[config.mk]
export PLATFORM = sky130hd
export DESIGN_NAME = key_command_scheduler
export DESIGN_NICKNAME = d
export VERILOG_FILES = /design/src/rtl/key_command_scheduler.sv
export SDC_FILE = /design/constraint.sdc
export NUM_CORES = 1
export LEC_CHECK = 0
export ABC_CLOCK_PERIOD_IN_PS = 4550
export CAP_MARGIN = 10
export CORE_MARGIN = 5
export CORE_UTILIZATION = 55
export DETAILED_ROUTE_END_ITERATION = 8
export DONT_BUFFER_PORTS = 1
export PLACE_DENSITY = 0.7
export SYNTH_ARGS = -nofsm -noshare
export SYNTH_HDL_FRONTEND = slang
export SYNTH_SLANG_ARGS = --single-unit
[constraint.sdc]
create_clock -name CLOCK_50 -period 4.55 [get_ports CLOCK_50]
set_input_delay 1.365 -clock CLOCK_50 [delete_from_list [all_inputs] [get_ports CLOCK_50]]
set_output_delay 1.365 -clock CLOCK_50 [all_outputs]
set_load 0.03 [all_outputs]
[src/rtl/key_command_scheduler.sv]
// Turns level-held PS/2 key flags into game commands: edge actions, direction
// auto-repeat, fire cooldown, fixed-priority valid/ready output, paused flag.
module key_command_scheduler #(
  parameter int INIT_DELAY    = 25000000,
  parameter int REPEAT_PERIOD = 5000000,
  parameter int FIRE_COOLDOWN = 10000000,
  parameter int CNT_W         = 25
) (
  input  logic       CLOCK_50,
  input  logic       resetn,
  input  logic       up_key,
  input  logic       down_key,
  input  logic       left_key,
  input  logic       right_key,
  input  logic       ctrl_key,
  input  logic       end_key,
  input  logic       home_key,
  input  logic       cmd_ready,
  output logic       cmd_valid,
  output logic [2:0] cmd_code,
  output logic       paused
);

  typedef enum logic [1:0] {
    D_IDLE   = 2'd0,
    D_DELAY  = 2'd1,
    D_REPEAT = 2'd2
  } dir_state_t;

  localparam logic [2:0]       CMD_FIRE    = 3'd5;
  localparam logic [2:0]       CMD_PAUSE   = 3'd6;
  localparam logic [2:0]       CMD_RESTART = 3'd7;
  localparam logic [CNT_W-1:0] INIT_LOAD   = CNT_W'(INIT_DELAY - 1);
  localparam logic [CNT_W-1:0] REP_LOAD    = CNT_W'(REPEAT_PERIOD - 1);
  localparam logic [CNT_W-1:0] COOL_LOAD   = CNT_W'(FIRE_COOLDOWN);
  localparam logic [CNT_W-1:0] CNT_ONE     = CNT_W'(1);
  localparam logic [CNT_W-1:0] CNT_ZERO    = CNT_W'(0);

  logic [6:0]       w_keys;
  logic [3:0]       w_dir_keys;
  logic [6:0]       w_rise;
  logic [6:0]       r_key_q;
  dir_state_t       r_dstate;
  logic [1:0]       r_sel;
  logic [CNT_W-1:0] r_cnt;
  logic [CNT_W-1:0] r_cool;
  logic             r_dir_pend;
  logic [1:0]       r_dir_code;
  logic             r_fire_pend;
  logic             r_pause_pend;
  logic             r_rst_pend;
  logic             r_valid;
  logic [2:0]       r_code;
  logic             r_paused;
  logic             w_sel_held;
  logic             w_dir_any;
  logic [1:0]       w_prio_sel;
  logic             w_fire_set;
  logic             w_slot_free;
  logic             w_accept;
  logic             w_any_pend;
  logic [2:0]       w_pick_code;
  logic             w_take_rst;
  logic             w_take_pause;
  logic             w_take_fire;
  logic             w_take_dir;

  assign w_keys      = {home_key, end_key, ctrl_key, right_key, left_key, down_key, up_key};
  assign w_dir_keys  = w_keys[3:0];
  assign w_rise      = w_keys & ~r_key_q;
  assign w_dir_any   = |w_dir_keys;
  assign w_sel_held  = w_dir_keys[r_sel];
  assign w_fire_set  = w_rise[4] & ~r_paused & (r_cool == CNT_ZERO);
  assign w_slot_free = ~r_valid | cmd_ready;
  assign w_accept    = r_valid & cmd_ready;
  assign w_any_pend  = r_rst_pend | r_pause_pend | r_fire_pend | r_dir_pend;

  assign cmd_valid = r_valid;
  assign cmd_code  = r_code;
  assign paused    = r_paused;

  // Fixed direction priority UP > DOWN > LEFT > RIGHT
  always_comb begin
    if (up_key) begin
      w_prio_sel = 2'd0;
    end else if (down_key) begin
      w_prio_sel = 2'd1;
    end else if (left_key) begin
      w_prio_sel = 2'd2;
    end else begin
      w_prio_sel = 2'd3;
    end
  end

  // Output arbiter: RESTART > PAUSE > FIRE > direction; a flag is only taken when the slot is free
  always_comb begin
    w_pick_code  = 3'd0;
    w_take_rst   = 1'b0;
    w_take_pause = 1'b0;
    w_take_fire  = 1'b0;
    w_take_dir   = 1'b0;
    if (r_rst_pend) begin
      w_pick_code = CMD_RESTART;
      w_take_rst  = w_slot_free;
    end else if (r_pause_pend) begin
      w_pick_code  = CMD_PAUSE;
      w_take_pause = w_slot_free;
    end else if (r_fire_pend) begin
      w_pick_code = CMD_FIRE;
      w_take_fire = w_slot_free;
    end else if (r_dir_pend) begin
      w_pick_code = {1'b0, r_dir_code} + 3'd1;
      w_take_dir  = w_slot_free;
    end else begin
      w_pick_code = 3'd0;
    end
  end

  // Key history for rising-edge detection
  always_ff @(posedge CLOCK_50) begin
    if (!resetn) begin
      r_key_q <= 7'd0;
    end else begin
      r_key_q <= w_keys;
    end
  end

  // Direction FSM and direction pending flag; a fresh set overrides the arbiter's clear
  always_ff @(posedge CLOCK_50) begin
    if (!resetn) begin
      r_dstate   <= D_IDLE;
      r_sel      <= 2'd0;
      r_cnt      <= CNT_ZERO;
      r_dir_pend <= 1'b0;
      r_dir_code <= 2'd0;
    end else begin
      if (w_take_dir) begin
        r_dir_pend <= 1'b0;
      end
      case (r_dstate)
        D_IDLE: begin
          if (w_dir_any && !r_paused) begin
            r_sel      <= w_prio_sel;
            r_dir_pend <= 1'b1;
            r_dir_code <= w_prio_sel;
            r_cnt      <= INIT_LOAD;
            r_dstate   <= D_DELAY;
          end
        end
        D_DELAY, D_REPEAT: begin
          if (!w_sel_held || r_paused) begin
            r_dstate <= D_IDLE;
          end else if (r_cnt == CNT_ZERO) begin
            r_dir_pend <= 1'b1;
            r_dir_code <= r_sel;
            r_cnt      <= REP_LOAD;
            r_dstate   <= D_REPEAT;
          end else begin
            r_cnt <= r_cnt - CNT_ONE;
          end
        end
        default: r_dstate <= D_IDLE;
      endcase
    end
  end

  // Edge-triggered pending flags and the free-running fire cooldown
  always_ff @(posedge CLOCK_50) begin
    if (!resetn) begin
      r_rst_pend   <= 1'b0;
      r_pause_pend <= 1'b0;
      r_fire_pend  <= 1'b0;
      r_cool       <= CNT_ZERO;
    end else begin
      r_rst_pend   <= (r_rst_pend & ~w_take_rst) | w_rise[6];
      r_pause_pend <= (r_pause_pend & ~w_take_pause) | w_rise[5];
      r_fire_pend  <= (r_fire_pend & ~w_take_fire) | w_fire_set;
      if (w_fire_set) begin
        r_cool <= COOL_LOAD;
      end else if (r_cool != CNT_ZERO) begin
        r_cool <= r_cool - CNT_ONE;
      end
    end
  end

  // Output slot and paused flag; cmd_code keeps its last value when the slot empties
  always_ff @(posedge CLOCK_50) begin
    if (!resetn) begin
      r_valid  <= 1'b0;
      r_code   <= 3'd0;
      r_paused <= 1'b0;
    end else begin
      if (w_accept) begin
        if (r_code == CMD_PAUSE) begin
          r_paused <= ~r_paused;
        end else if (r_code == CMD_RESTART) begin
          r_paused <= 1'b0;
        end
      end
      if (w_slot_free) begin
        if (w_any_pend) begin
          r_valid <= 1'b1;
          r_code  <= w_pick_code;
        end else begin
          r_valid <= 1'b0;
        end
      end
    end
  end

endmodule

# After elaboration in Yosys (flattened, before gate mapping)
# Cells that the tools add are included.
# totals
register_bits	72
# classes
addsub	3
n_lt_le_gt_ge	1
eq_ne	8
mux	41
bitwise_logic	21
n_reduce_logical	20
# op_table
operator	n
two-way mux 25 bit	3
logical NOT 25 bit	2
case mux 25 bit (2 select lines)	1
subtractor 25 x 1 -> 25 bit (second input constant)	2
two-way mux 24 bit	2
nonzero test 25 bit	1
two-way mux 1 bit	19
two-way mux 2 bit	8
two-way mux 3 bit	4
case mux 2 bit (2 select lines)	2
AND reduction 2 bit	4
AND 7 bit	1
NOT 7 bit	1
OR 1 bit	7
AND 1 bit	6
== test 3 bit (second input constant)	2
!= test 2 bit (second input constant)	3
NOT 1 bit	6
nonzero test 2 bit	3
AND reduction 4 bit	1
OR reduction 2 bit	2
OR reduction 4 bit	1
adder 2 x 1 -> 3 bit (second input constant)	1
less-than comparator 2 x 3 -> 1 bit (second input constant)	1
10 further kinds	11

# Logic depth before layout (Yosys ltp)
# depth
ltp_word	10
ltp_mapped	10

# Worst setup path before layout
# No wires, ideal clock.
# synth_path
path_kind	input-to-reg
startpoint	input port up_key
endpoint	register r_cnt[21]
t_arrival_ns	2.674
required_time_ns	4.418
slack_ns	1.743
stages	7
path_buffers	2
path_cell_list	nor4_1 o21ai_0 and3b_1 clkbuf_1 clkbuf_1 a31oi_1 a21oi_1
# synth_via
elab_chain_len	6
# synth_rtl
item	line	source
from (decl)	11	input logic up_key,
binary-select mux 1 bit (select 2 bit)	72	assign w_sel_held = w_dir_keys[r_sel];
two-way mux 1 bit (not written as such)	72	
logical NOT 1 bit	151	if (!w_sel_held || r_paused) begin
logical OR 1 bit	151	
!= test 2 bit (no source line)	n/a	
AND reduction 3 bit (no source line) (*)	n/a	
to (signal assigned)	159	r_cnt <= r_cnt - CNT_ONE;
to (decl)	45	logic [CNT_W-1:0] r_cnt;
# Mark *: on every way between the ends. The rest lies on a longest branch, timed or not. The select of a mux whose other input is x is not followed.
# A chain may end at the register's enable or synchronous reset.

# Final worst setup path
# layout_path
startpoint	register r_dstate[0]
endpoint	register r_cnt[7]
# layout_via
elab_chain_len	4
# layout_rtl
item	line	source
from (decl)	43	dir_state_t r_dstate;
from (signal assigned)	131	r_dstate <= D_IDLE;
from (signal assigned)	147	r_dstate <= D_DELAY;
from (signal assigned)	152	r_dstate <= D_IDLE;
== test 2 x 1 -> 1 bit or == test 2 bit (tied branches)	140	case (r_dstate)
OR reduction 2 bit	140	
!= test 2 bit (no source line) or nonzero test 2 bit (tied branches)	n/a	
AND reduction 3 bit (no source line)	n/a	
# Several ways; a longest one is shown, not always the timed one.

==> impl_metrics.py <==
metrics = {
    "pwr": {
        "p_leak_nw": 1.37,
        "pwr_density_cell_mw_per_mm2": 747,
        "peakVddDrop_v": 0.000450,
        "power.total_mw": 2.87,
    },
    "timing": {
        "fmax_mhz": 328,
        "skew_ps": 11.1,
        "min_period_ps": 3050,
        "fin_tns_setup_ps": 0,
        "rsz0062_at_grt": "no",
        "slew_viol_final": 0,
        "post-route-period-util": 0.670,
        "relSlewSlack": 0.383,
        "tightest_slew_ps": 925,
        "finalHoldViolCount": 0,
        "finalSetupViolCount": 0,
    },
    "clock_tree": {
        "cts_resized": 0,
        "cts_hold_buffers": 0,
        "htreeDepth": 3,
        "clock_sinks": 68,
        "cts_buffers": 9,
        "cts.clk_slew.worst_paths_ps": 80,
        "root_buffer": "clkbuf_8",
        "clk_latency_ps": 340,
        "postCtsSetupRepairBufs": 0,
        "cts_tree": "built",
        "clockBufferDepth": 2,
    },
    "worst_setup_path": {
        "path_cells": "inv_1 > ha_1 > nor4bb_1 > a22oi_1 > buf_4 > a21oi_1 > a21oi_1 > a311oi_1",
        "r2r_slack_ps": 1500,
        "endpoint_kind": "flip-flop",
        "critical_path.most_common_cell": "a21oi_1",
        "r2r-end": "r_cnt[7]",
        "critPathSlowestCell": "a21oi_1",
        "crit_path_start": "r_dstate[0]",
        "cp_max_fo": 18,
        "required_ps": 4800,
        "rr_worst_depth": 8,
        "worstPathArrival_ps": 3300,
        "start_kind": "flip-flop",
        "cp_slowest_stage_delay_ps": 710,
        "path_delay_family": "compound AO/OA/AOI/OAI gates",
        "worst-path-buf-inv": 2,
        "reg2reg_from": "r_dstate[0]",
        "path_class": "reg -> reg",
    },
    "cells_and_area": {
        "design_area_mm2": 0.00384,
        "drive_gt1_frac": 0.0979,
        "final_cells": 506,
        "area_growth_pct": 5.90,
        "fillers": 585,
        "fin_util": 0.601,
        "diodes": 0,
        "final_nets": 440,
    },
    "logic_synthesis": {
        "async_reset_ff_frac": 0,
        "ys_warn_count": 0,
        "yosys_register_bits": 68,
        "synthTopCellsByArea": "dfxtp_1, a21oi_1, nor2_1, nor3_1, o21ai_0",
        "synth-main-ff-cell": "dfxtp_1",
        "synth.most_common_cell": "dfxtp_1",
        "synthesis.instances": 432,
        "seq_area_frac_synth": 0.375,
        "synth_top_cell_area_share": 0.375,
        "synth.avg_cell_area_um2": 8.39,
        "synth_edf_count": 0,
        "synth_cell_types": 68,
        "syn-cell-area_mm2": 0.00363,
        "synth_nets": 448,
        "synth_area_leader_cell": "dfxtp_1",
        "synth_commonest_cells": "dfxtp_1, a21oi_1, nor2_1",
    },
    "grt": {
        "grt_pass1_vias": 2933,
        "antenna_found_initial": 0,
        "overflow": 0,
        "grt_max_degree": 39,
        "grt_pass1_wl_um": 14100,
        "track_usage": 0.201,
    },
    "place": {
        "dp_cells": 490,
        "routabilityCongestion": 0.879,
        "placed_area_mm2": 0.00363,
        "port_buffers": 0,
        "dp_hpwl_um": 5750,
    },
    "floorplan": {
        "io_pins": 15,
        "die_h_um": 91.2,
        "core_mm2": 0.00639,
        "fp-row-count": 29,
        "dieArea_mm2": 0.00832,
        "die_x_um": 91.2,
        "initial_utilization": 0.568,
    },
    "worst_hold_path": {
        "min_from": "r_dir_code[1]",
        "hold-path-endpoint": "r_dir_code[1]",
        "hold_class": "reg -> reg",
        "whs_path_depth": 2,
    },
    "detailed_routing": {
        "vias": 3275,
        "first_iter_violations": 261,
        "wirelength_um": 8220,
        "route.detailed.drc": 0,
        "first_pass_iters": 5,
        "antenna_left": 0,
        "vias_per_cell": 6.47,
        "wire_per_inst_um": 16.3,
    },
    "status": {
        "outcome": "finished clean",
    },
    "run": {
        "max_cap_viol_count": 0,
    },
}
sequential cells by signal, summed over array words and instances, names as in the netlist, 2 cells and up:
signal and flops:
r_dstate 2, r_cool 25, cmd_code 3, r_cnt 25, r_dir_code 2, r_key_q 3, r_sel 2
report_power, final:
part           total, mW  switching [mW]  internal (mW)
logic               1.38           0.822          0.557
clock network      0.512           0.239          0.273
registers          0.976           0.201          0.775
layout by cell type, fill, tap and decap left out, drive strengths merged, types with 4 or more instances in the layout:
master	n
a311oi	8
nor2b	4
a21oi	41
nor2	41
and2	5
nand2	16
o211ai	4
nand2b	6
nand3	6
nand4	5
or4	7
o21ai	22
ha	6
xor2	6
a31oi	5
a211oi	11
o21a	11
dfxtp	68
nor4	17
mux2i	6
inv	14
nor3	29
nand3b	4
clkbuf	10
or3	11
or2	8
kinds of logic (layout without fill, tap and decap cells):
kind of cell,after synthesis,in the layout,synth area share
AND/OR/NAND/NOR,174,174,0.272
AO/OA/AOI/OAI,132,132,0.243
flip-flops,68,68,0.375
buffers and inverters,35,32,0.0452
XOR/XNOR,9,9,0.0217
multiplexers,8,8,0.0228
adder cells (fa/ha/maj),6,6,0.0207
per-layer routing:
layer | global-route usage | up-vias | share of wire
met5 | 0 | - | 0
met4 | 0.0636 | 0 | 0.011
li1 | - | 1626 | -
met3 | 0.0463 | 9 | 0.058
met2 | 0.298 | 97 | 0.44
met1 | 0.289 | 1543 | 0.49
stage by stage:
| stage | worst slack [ps] | hold slack, ps |
|---|---|---|
| 2_1_floorplan | 1740 | 437 |
| 3_3_place_gp | 1540 | 459 |
| 3_5_place_dp | 1430 | 467 |
| 4_1_cts | 1500 | 477 |
| 5_1_grt | 1210 | 500 |
| 6_report | 1500 | 471 |
worst min-delay path: cells and delay by family (launching register included):
family,cells,cell delay [ps]
DFF,1,320
muxes,1,60
and+or+nand+nor,1,50
layout make-up:
cell class,count,area [µm²],share of cell area
clock buffers,10,138,0.0358
clock inverters,6,72.6,0.0189
inverters,13,48.8,0.0127
multi-input cells,329,2100,0.547
flip-flops and latches,68,1360,0.355
well taps,77,96.3,0.0251
repair buffers,3,22.5,0.00587
how the worst max path moves through the flow:
stage	endpoint	slack [ps]	cells past startpoint
after floorplan	r_cnt[21]	1740	7
after global placement	r_cnt[16]	1540	5
after detailed placement	r_cnt[16]	1430	5
after CTS	r_cnt[7]	1500	8
after global routing	r_cnt[7]	1210	8
final	r_cnt[7]	1500	8
Power figures use the tool's default switching activity.
